--- config.mk ---
export PLATFORM = sky130hd
export DESIGN_NAME = lsu_mem_master
export DESIGN_NICKNAME = d
export VERILOG_FILES = /design/src/rtl/lsu_pkg.sv /design/src/rtl/lsu_align.sv /design/src/rtl/lsu_mem_master.sv
export SDC_FILE = /design/constraint.sdc
export NUM_CORES = 1
export LEC_CHECK = 0
export CAP_MARGIN = 20
export CORE_MARGIN = 4
export CORE_UTILIZATION = 54
export DETAILED_ROUTE_END_ITERATION = 8
export PLACE_DENSITY = 0.86
export SYNTH_ARGS = -nofsm -noshare
export SYNTH_HDL_FRONTEND = slang
export SYNTH_SLANG_ARGS = --single-unit
export TNS_END_PERCENT = 100
--- constraint.sdc ---
create_clock -name clk -period 6.7 [get_ports clk]
set_clock_uncertainty 0.2 [all_clocks]
set_input_delay 0.67 -clock clk [delete_from_list [all_inputs] [get_ports clk]]
set_output_delay 0.67 -clock clk [all_outputs]
set_load 0.02 [all_outputs]
--- src/rtl/lsu_pkg.sv ---
// rtl/lsu_pkg.sv - size codes, FSM states and mask helper shared by the LSU memory master
package lsu_pkg;

  localparam logic [1:0] SIZE_BYTE = 2'd0;
  localparam logic [1:0] SIZE_HALF = 2'd1;
  localparam logic [1:0] SIZE_WORD = 2'd2;

  typedef enum logic [1:0] {
    IDLE = 2'd0,
    LO   = 2'd1,
    HI   = 2'd2,
    RESP = 2'd3
  } lsu_state_e;

  // Reserved size code 3 behaves as a word.
  function automatic logic [3:0] size_to_mask(input logic [1:0] size);
    case (size)
      SIZE_BYTE: size_to_mask = 4'b0001;
      SIZE_HALF: size_to_mask = 4'b0011;
      default:   size_to_mask = 4'b1111;
    endcase
  endfunction

endpackage

--- src/rtl/lsu_align.sv ---
// rtl/lsu_align.sv - combinational lane steering: store enables/data for both word halves, load merge and extend
module lsu_align
  import lsu_pkg::*;
(
  input  logic [1:0]  off,
  input  logic [1:0]  size,
  input  logic        is_signed,
  input  logic [31:0] wdata,
  input  logic [31:0] lo_word,
  input  logic [31:0] hi_word,
  output logic        crossing,
  output logic [3:0]  lo_wen,
  output logic [3:0]  hi_wen,
  output logic [31:0] lo_wdata,
  output logic [31:0] hi_wdata,
  output logic [31:0] rdata
);

  logic [3:0]  mask;
  logic [7:0]  mask_wide;
  logic [4:0]  lo_shamt;
  logic [5:0]  hi_shamt;
  logic [63:0] pair;
  logic [63:0] shifted;
  logic [31:0] merged;

  always_comb begin
    mask      = size_to_mask(size);
    mask_wide = {4'b0000, mask} << off;
    lo_shamt  = {off, 3'b000};
    hi_shamt  = 6'd32 - {1'b0, lo_shamt};
    // An access crosses exactly when its enables spill into the next word.
    crossing  = mask_wide[7:4] != 4'b0000;
    lo_wen    = mask_wide[3:0];
    hi_wen    = mask_wide[7:4];
    lo_wdata  = wdata << lo_shamt;
    hi_wdata  = wdata >> hi_shamt;
    pair      = {(crossing ? hi_word : 32'h0), lo_word};
    shifted   = pair >> lo_shamt;
    merged    = shifted[31:0];
    case (size)
      SIZE_BYTE: rdata = {{24{is_signed & merged[7]}}, merged[7:0]};
      SIZE_HALF: rdata = {{16{is_signed & merged[15]}}, merged[15:0]};
      default:   rdata = merged;
    endcase
  end

endmodule

--- src/rtl/lsu_mem_master.sv ---
// rtl/lsu_mem_master.sv - load/store unit master for a word RAM, splitting word-crossing accesses
// Optional LSU_MISALIGN_TRAP_EN: misaligned accesses fault instead of being split.
module lsu_mem_master
  import lsu_pkg::*;
#(
  parameter int unsigned       ADDR_W     = 32,
  parameter logic [ADDR_W-1:0] RESET_ADDR = '0
) (
  input  logic              clk,
  input  logic              rst,
  input  logic              req_valid,
  output logic              req_ready,
  input  logic [ADDR_W-1:0] req_addr,
  input  logic              req_we,
  input  logic [1:0]        req_size,
  input  logic              req_signed,
  input  logic [31:0]       req_wdata,
  output logic              resp_valid,
  input  logic              resp_ready,
  output logic [31:0]       resp_rdata,
  output logic              resp_fault,
  output logic [ADDR_W-1:0] mem_addr,
  output logic [31:0]       mem_wdata,
  output logic [3:0]        mem_wenable,
  input  logic [31:0]       mem_rdata
);

  lsu_state_e        state_q, state_d;
  logic [ADDR_W-1:0] addr_q, addr_d;
  logic              we_q, we_d;
  logic [1:0]        size_q, size_d;
  logic              signed_q, signed_d;
  logic [31:0]       wdata_q, wdata_d;
  logic [31:0]       lo_word_q, lo_word_d;
  logic [31:0]       hi_word_q, hi_word_d;
  logic              fault_q, fault_d;

  logic              trap;
  logic              crossing;
  logic [3:0]        lo_wen, hi_wen;
  logic [31:0]       lo_wdata, hi_wdata, ld_data;
  logic [ADDR_W-3:0] hi_index;

`ifdef LSU_MISALIGN_TRAP_EN
  logic [3:0] req_mask;
  assign req_mask = size_to_mask(req_size);
  assign trap     = |(req_addr[1:0] & req_mask[2:1]);
`else
  assign trap = 1'b0;
`endif

  assign hi_index = addr_q[ADDR_W-1:2] + {{(ADDR_W-3){1'b0}}, 1'b1};

  lsu_align u_align (
    .off       (addr_q[1:0]),
    .size      (size_q),
    .is_signed (signed_q),
    .wdata     (wdata_q),
    .lo_word   (lo_word_q),
    .hi_word   (hi_word_q),
    .crossing  (crossing),
    .lo_wen    (lo_wen),
    .hi_wen    (hi_wen),
    .lo_wdata  (lo_wdata),
    .hi_wdata  (hi_wdata),
    .rdata     (ld_data)
  );

  always_comb begin
    state_d     = state_q;
    addr_d      = addr_q;
    we_d        = we_q;
    size_d      = size_q;
    signed_d    = signed_q;
    wdata_d     = wdata_q;
    lo_word_d   = lo_word_q;
    hi_word_d   = hi_word_q;
    fault_d     = fault_q;
    req_ready   = 1'b0;
    resp_valid  = 1'b0;
    mem_addr    = RESET_ADDR;
    mem_wenable = 4'b0000;
    mem_wdata   = 32'h0;
    case (state_q)
      IDLE: begin
        req_ready = 1'b1;
        if (req_valid) begin
          addr_d    = req_addr;
          we_d      = req_we;
          size_d    = req_size;
          signed_d  = req_signed;
          wdata_d   = req_wdata;
          lo_word_d = 32'h0;
          hi_word_d = 32'h0;
          fault_d   = trap;
          state_d   = trap ? RESP : LO;
        end
      end
      LO: begin
        mem_addr = {addr_q[ADDR_W-1:2], 2'b00};
        if (we_q) begin
          mem_wenable = lo_wen;
          mem_wdata   = lo_wdata;
        end else begin
          lo_word_d = mem_rdata;
        end
`ifdef LSU_MISALIGN_TRAP_EN
        state_d = RESP;
`else
        state_d = crossing ? HI : RESP;
`endif
      end
`ifndef LSU_MISALIGN_TRAP_EN
      HI: begin
        mem_addr = {hi_index, 2'b00};
        if (we_q) begin
          mem_wenable = hi_wen;
          mem_wdata   = hi_wdata;
        end else begin
          hi_word_d = mem_rdata;
        end
        state_d = RESP;
      end
`endif
      RESP: begin
        resp_valid = 1'b1;
        if (resp_ready) state_d = IDLE;
      end
      default: state_d = IDLE;
    endcase
    // Reset kills the in-flight write in the same cycle it is raised.
    if (rst) mem_wenable = 4'b0000;
  end

  assign resp_rdata = (state_q == RESP && !we_q && !fault_q) ? ld_data : 32'h0;
  assign resp_fault = (state_q == RESP) & fault_q;

  always_ff @(posedge clk) begin
    if (rst) begin
      state_q   <= IDLE;
      addr_q    <= '0;
      we_q      <= 1'b0;
      size_q    <= SIZE_BYTE;
      signed_q  <= 1'b0;
      wdata_q   <= 32'h0;
      lo_word_q <= 32'h0;
      hi_word_q <= 32'h0;
      fault_q   <= 1'b0;
    end else begin
      state_q   <= state_d;
      addr_q    <= addr_d;
      we_q      <= we_d;
      size_q    <= size_d;
      signed_q  <= signed_d;
      wdata_q   <= wdata_d;
      lo_word_q <= lo_word_d;
      hi_word_q <= hi_word_d;
      fault_q   <= fault_d;
    end
  end

endmodule

==> impl_metrics.tcl, run 1 <==
set metrics [dict create \
    status "finished, final reports clean" \
    cts.sinks 126 \
    cp_max_fo 25 \
    vias 9027 \
    fp-row-count 45 \
    p_sw_frac 0.4202 \
    start_util 0.5496 \
    p_int_mw 2.182 \
    grt_max_degree 106 \
    critPathKind "flip-flop to primary output" \
    whs_path_depth 2 \
    final_hold_viol_count 0 \
    hp-start "lo_word_q[1]$_SDFFE_PP0P_" \
    dieArea_mm2 0.01753 \
    rsz0062_at_grt "no" \
    slew_headroom 0.1428 \
    whs_ns 0.2529 \
    clk_pin_slew_ns 0.06 \
    maxSlewViolCount 0 \
    clk_latency_ns 0.42 \
    netlist_top_cells_area "dfxtp_1 30%, nand2_1 10%, a21oi_1 8.6%" \
    cts-root-buf "clkbuf_16" \
    power.density_mw_per_mm2 343.0 \
    nets 1348 \
    crit_required_ns 5.83 \
    synth_area_leader_cell "dfxtp_1" \
    fin_crit_sh 0.7815 \
    cts_buffer_depth 2 \
    tightest_slew_ns 1.283 \
    grt_use_total 0.3099 \
    first_global_vias 8547 \
    r2r_end "hi_word_q[23]$_SDFFE_PP0P_" \
    cp_slowest_stage_delay_ns 0.79 \
    diodes 0 \
    endpoint_kind "primary output" \
    fp.dieW_um 132.4 \
    via_per_inst 6.273 \
    routedWlPerCell_um 19.41 \
    yosysWarnings 0 \
    synthToLayoutAreaGrowth_pct 31.31 \
    synth_common_cells "228 x nand2_1, 144 x a21oi_1, 126 x dfxtp_1, 87 x nor2_1, 73 x clkbuf_1" \
    combPwrFrac 0.439 \
    final_layout_size_suffix_gt1_frac 0.08233 \
    gp_congestion 0.8866 \
    gr-total-overflow 0 \
    fin_crit_ns 5.236 \
    die_y_um 132.4 \
    avgSynthCellArea_um2 7.527 \
    grt_pass1_wl_mm 44.53 \
    startpoint "addr_q[0]$_SDFFE_PP0P_" \
    p_leak_nw 3.676 \
    yosys_register_bits 126 \
    fillers 1182 \
    setup_ws_ns 1.464 \
    cts_tree "built" \
    r2r-start "state_q[0]$_SDFFE_PP0P_" \
    crit_family "simple AND/OR/NAND/NOR gates" \
    syn_area_mm2 0.008356 \
    synthFlopType "dfxtp_1" \
    path_buf_inv 2 \
    power_frac_clock 0.276 \
    wirelength_mm 27.94 \
    htree_num_levels 4 \
    io_buffer_count 203 \
    cts_made_buffers 17 \
    critical_path.cell_chain "inv_1 > ha_1 > nor3b_2 > and2_0 > a21oi_1 > a211oi_1 > clkdlybuf4s50_1" \
    cp_slowest_cell "ha_1" \
    vdd_drop_max_mv 0.4645 \
    seqPwrFrac 0.284 \
    ctsHoldBuffers 0 \
    drtIter0Drc 1198 \
    cp.depth 7 \
    yosys.area.top_type_share 0.3019 \
    final_area_mm2 0.01097 \
    p_switching_mw 1.581 \
    yosysMostFrequentCell "nand2_1" \
    worstSetupStartpointType "flip-flop" \
    antenna_found_initial 0 \
    fmax_ghz 0.1910 \
    worstPathArrival_ns 4.37 \
    r2r_slack_ns 3.47 \
    drc_errors 0 \
    core_area_mm2 0.01520 \
    postRouteAntennaNets 0 \
    preCtsSetupSlack_ns 1.976 \
    io_pins 207 \
    cts_repair_resize_count 0 \
    cap_violations 0 \
    firstDrtPassIters 6 \
    ys_async_sr_fraction 0 \
    seq_area_frac_synth 0.3019 \
    hpwlAfterDp_mm 18.40 \
    placed_area_mm2 0.01027 \
    setup_violations 0 \
    post-cts-setup-buffers 0 \
    synth_cell_type_count 64 \
    synth_edf_count 0 \
    endpoint "mem_wdata[30]" \
    tns_ns 0 \
    syn_inst 1110 \
    min_path_type "flip-flop to flip-flop" \
    rr_worst_depth 7 \
]
==> tightest hold or removal path: stages (launching register included) <==
cell     delay [ns]
dfxtp_1        0.31
nand2_1        0.05
a21oi_1        0.05
==> per-layer routing <==
layer / routed length [um] / track usage / up-vias
li1: - / - / 4185
met1: 11130 / 0.4028 / 4202
met2: 12700 / 0.4779 / 538
met3: 2768 / 0.08015 / 102
met4: 1346 / 0.1565 / 0
met5: 0 / 0 / -
==> state kept, by name, indices dropped and copies added (netlist names) <==
signal and cells:
we_q 1, size_q 2, wdata_q 32, state_q 2, addr_q 32, signed_q 1
lo_word_q 32, hi_word_q 24
==> logic make-up (layout without fill, tap and decap cells) <==
family | Yosys count | after routing | synth area share
adders and majority gates | 6 | 6 | 0.008984
DFF | 126 | 126 | 0.3019
other | 1 | 3 | 0.0004488
AOI/OAI and AO/OA | 267 | 267 | 0.1996
buffers and inverters | 117 | 256 | 0.05855
and+or+nand+nor | 488 | 488 | 0.2659
muxes | 105 | 105 | 0.1646
==> worst min-delay path by stage <==
stage	end	slack (ns)
CTS	lo_word_q[1]$_SDFFE_PP0P_	0.26
detailed placement	lo_word_q[6]$_SDFFE_PP0P_	0.25
finish	lo_word_q[1]$_SDFFE_PP0P_	0.25
floorplan	lo_word_q[0]$_SDFFE_PP0P_	0.23
global placement	lo_word_q[6]$_SDFFE_PP0P_	0.24
global route	lo_word_q[1]$_SDFFE_PP0P_	0.28
==> power groups by stage <==
stage	logic [mW]	registers, mW	clock network (mW)
floorplan	1.20	0.999	0
global placement	1.56	1.07	0
detailed placement	1.59	1.08	0
CTS	1.61	1.06	1.04
global route	1.79	1.09	1.08
finish	1.65	1.07	1.04
==> layout make-up <==
cell class / instances / area, um^2 / area share
tap: 188 / 235.2 / 0.02144
clock buffer: 19 / 454.2 / 0.04140
timing repair buffer: 214 / 2140 / 0.1950
sequential: 126 / 2527 / 0.2304
inverter: 10 / 37.54 / 0.003421
clock inverter: 13 / 209.0 / 0.01904
multi-input combinational: 869 / 5369 / 0.4893
==> cell usage in the layout, fill, tap and decap left out, types with 3 or more instances in the layout <==
cell type          n
nand2_1          227
clkdlybuf4s50_1  202
a21oi_1          143
dfxtp_1          124
nor2_1            87
mux2i_1           71
nand3_1           51
and2_1            37
mux4_2            25
o2bb2ai_1         23
o21ai_0           20
clkbuf_16         18
nor3_1            17
a22oi_1           11
a31oi_1           10
a211oi_1          10
nor2_2            10
buf_4             10
nand4_1            9
mux2_2             9
a32oi_1            9
inv_1              8
nor2b_1            8
a41oi_1            6
nand2b_1           6
and3_1             5
nand3b_1           5
or3_1              5
ha_1               5
bufinv_16          5
and4_1             3
or4_1              3
o211ai_1           3
nor4_1             3
a21boi_0           3
o311ai_0           3
a31o_2             3
conb_1             3
clkinvlp_4         3
==> metrics by stage <==
| stage | utilization | instances | total power, mW |
|---|---|---|---|
| after floorplan | - | 1112 | 2.203 |
| after global placement | 0.6753 | 1405 | 2.633 |
| after detailed placement | 0.6753 | 1405 | 2.666 |
| after CTS | 0.7189 | 1437 | 3.715 |
| after global routing | 0.7217 | 1439 | 3.955 |
| final | 0.7217 | 1439 | 3.763 |
Note: power is estimated with default switching activity, not from simulation.
==> inputs of run 2 (changes only) <==
Settings changed: CORE_UTILIZATION 54 to 46, PLACE_DENSITY 0.86 to 0.78.
Clock period 6.7 ns to 4.6 ns, I/O delays scaled along.
==> run 2 against run 1 <==
Clock-buffer cell count up 1. Combinational power rose by 52%. Register-to-register slack got worse by 2.0 ns. Routed wire length grew 4.5%. First-iteration DRC count down 21%. Die area increased by 16%. Critical path depth grew 2.
==> impl_metrics.tcl, run 2 (synthesis gave the netlist of run 1 again) <==
set metrics [dict create \
    min_path_type "input port to flip-flop" \
    final_hold_viol_count 0 \
    final_layout_size_suffix_gt1_frac 0.09184 \
    hp-start "rst" \
    cts_buffer_depth 2 \
    worstPathArrival_ns 3.48 \
    multi_input_area_mm2 0.005369 \
    gr-total-overflow 0 \
    start_util 0.4667 \
    slew_headroom 0.2445 \
    io_pins 207 \
    dieArea_mm2 0.02038 \
    cts.sinks 126 \
    status "finished, final reports clean" \
    cap_violations 0 \
    fillers 1605 \
    final_common_cell "nand2_1" \
    whs_path_depth 2 \
    layout_common_cells "227 x nand2_1, 202 x clkdlybuf4s50_1, 143 x a21oi_1, 124 x dfxtp_1, 87 x nor2_1" \
    top_regs "addr_q (32), lo_word_q (32), wdata_q (32)" \
    wirelength_mm 29.21 \
    cts_tree "built" \
    first_global_vias 8203 \
    p_leak_nw 3.721 \
    synthToLayoutAreaGrowth_pct 32.48 \
    clk_pin_slew_ns 0.07 \
    rsz0062_at_grt "no" \
    routed.top_layer "met4" \
    min_to "wdata_q[15]$_SDFFE_PP0P_" \
    antenna_found_initial 1 \
    io_buffer_count 203 \
    fmax_ghz 0.2418 \
    stdcell_count 1493 \
    via_per_inst 5.975 \
    vias 8920 \
    firstDrtPassIters 6 \
    worstSetupStartpointType "flip-flop" \
    endpoint_kind "primary output" \
    cts_made_buffers 17 \
    hpwlAfterDp_mm 19.75 \
    fin_crit_ns 4.137 \
    placed_cells 1458 \
    fp.dieW_um 142.8 \
    drc_errors 0 \
    power.density_mw_per_mm2 494.5 \
    tightest_slew_ns 1.131 \
    fin_crit_sh 0.8992 \
    grt_max_degree 97 \
    regArea_mm2 0.002527 \
    core_area_mm2 0.01790 \
    htree_num_levels 4 \
    vdd_drop_max_mv 0.3565 \
    tns_ns 0 \
    preCtsSetupSlack_ns 0.9387 \
    wl_met1_mm 12.54 \
    rr_worst_depth 7 \
    ctsHoldBuffers 0 \
    post-cts-setup-buffers 0 \
    critPathKind "flip-flop to primary output" \
    wl_met2_mm 13.09 \
    power.total_mw 5.473 \
    r2r_end "hi_word_q[0]$_SDFFE_PP0P_" \
    die_y_um 142.8 \
    routedWlPerCell_um 19.56 \
    wl_met3_mm 2.719 \
    nets 1360 \
    setup_ws_ns 0.4635 \
    fp-row-count 49 \
    r2r_slack_ns 1.46 \
    cts_repair_resize_count 0 \
    crit_required_ns 3.94 \
    setup_violations 0 \
    maxSlewViolCount 0 \
    r2r-start "state_q[0]$_SDFFE_PP0P_" \
    grt_use_total 0.2847 \
    clk_latency_ns 0.43 \
    postRouteAntennaNets 0 \
    cts-root-buf "clkbuf_16" \
    drtIter0Drc 952 \
    grt_pass1_wl_mm 46.32 \
    gp_congestion 0.9379 \
    cp_max_fo 28 \
]
run 2: cell count changes in the layout (fill, tap and decap cells not counted), sizes merged:
cell	change
diode	+1
clkbuf	+1
bufinv	-3
inv	-1
buf	+12
clkinv	+4
clkinvlp	-1
run 2: through the flow:
step / utilization / hold WS, ns / instance area [um^2]
after floorplan: - / 0.2290 / 8363
after global placement: 0.5814 / 0.2400 / 10410
after detailed placement: 0.5814 / 0.2436 / 10410
after CTS: 0.6155 / 0.2373 / 11020
after global routing: 0.6183 / 0.2728 / 11070
final: 0.6183 / 0.2467 / 11070
run 2: worst max-delay path by stage:
stage | from | to | slack (ns) | cells after the start
floorplan | addr_q[0]$_SDFFE_PP0P_ | mem_wdata[24] | 0.93 | 12
global placement | addr_q[0]$_SDFFE_PP0P_ | mem_wdata[12] | 1.02 | 9
detailed placement | addr_q[0]$_SDFFE_PP0P_ | mem_wdata[9] | 0.94 | 9
CTS | addr_q[0]$_SDFFE_PP0P_ | mem_wdata[9] | 0.48 | 9
global route | addr_q[0]$_SDFFE_PP0P_ | mem_wdata[15] | 0.24 | 9
finish | addr_q[0]$_SDFFE_PP0P_ | mem_wdata[15] | 0.46 | 9
run 2: cell type report:
class | instances | area share
clock inverters | 12 | 0.01209
well taps | 229 | 0.02588
multi-input cells | 869 | 0.4850
diodes | 1 | 0.0002261
clock buffers | 20 | 0.04318
repair buffers | 226 | 0.2019
flip-flops and latches | 126 | 0.2283
inverters | 10 | 0.003391
run 2: report_power, final:
| group | switching (mW) | internal (mW) |
|---|---|---|
| Sequential | 0.279 | 1.29 |
| Combinational | 1.55 | 0.958 |
| Clock | 0.539 | 0.860 |
| Total | 2.36 | 3.11 |
run 2: metal layers:
| metal | vias up | track usage |
|---|---|---|
| met1 | 4200 | 0.4003 |
| met5 | - | 0 |
| met4 | 0 | 0.1081 |
| met3 | 59 | 0.07133 |
| li1 | 4218 | - |
| met2 | 443 | 0.4219 |
run 2: critical path, stage by stage (launching register included):
cell,delay [ns]
dfxtp_4,0.56
inv_1,0.07
buf_4,0.23
ha_1,0.34
buf_4,0.24
nor2b_1,0.56
o2bb2ai_1,0.18
a22oi_1,0.12
nor2_1,0.10
clkdlybuf4s50_1,0.61
==> inputs of run 3 (changes only) <==
Settings changed: CTS_CLUSTER_DIAMETER from default to 60.
==> results of run 3 <==
The final DEF is identical to that of run 2; final timing and power are the same.
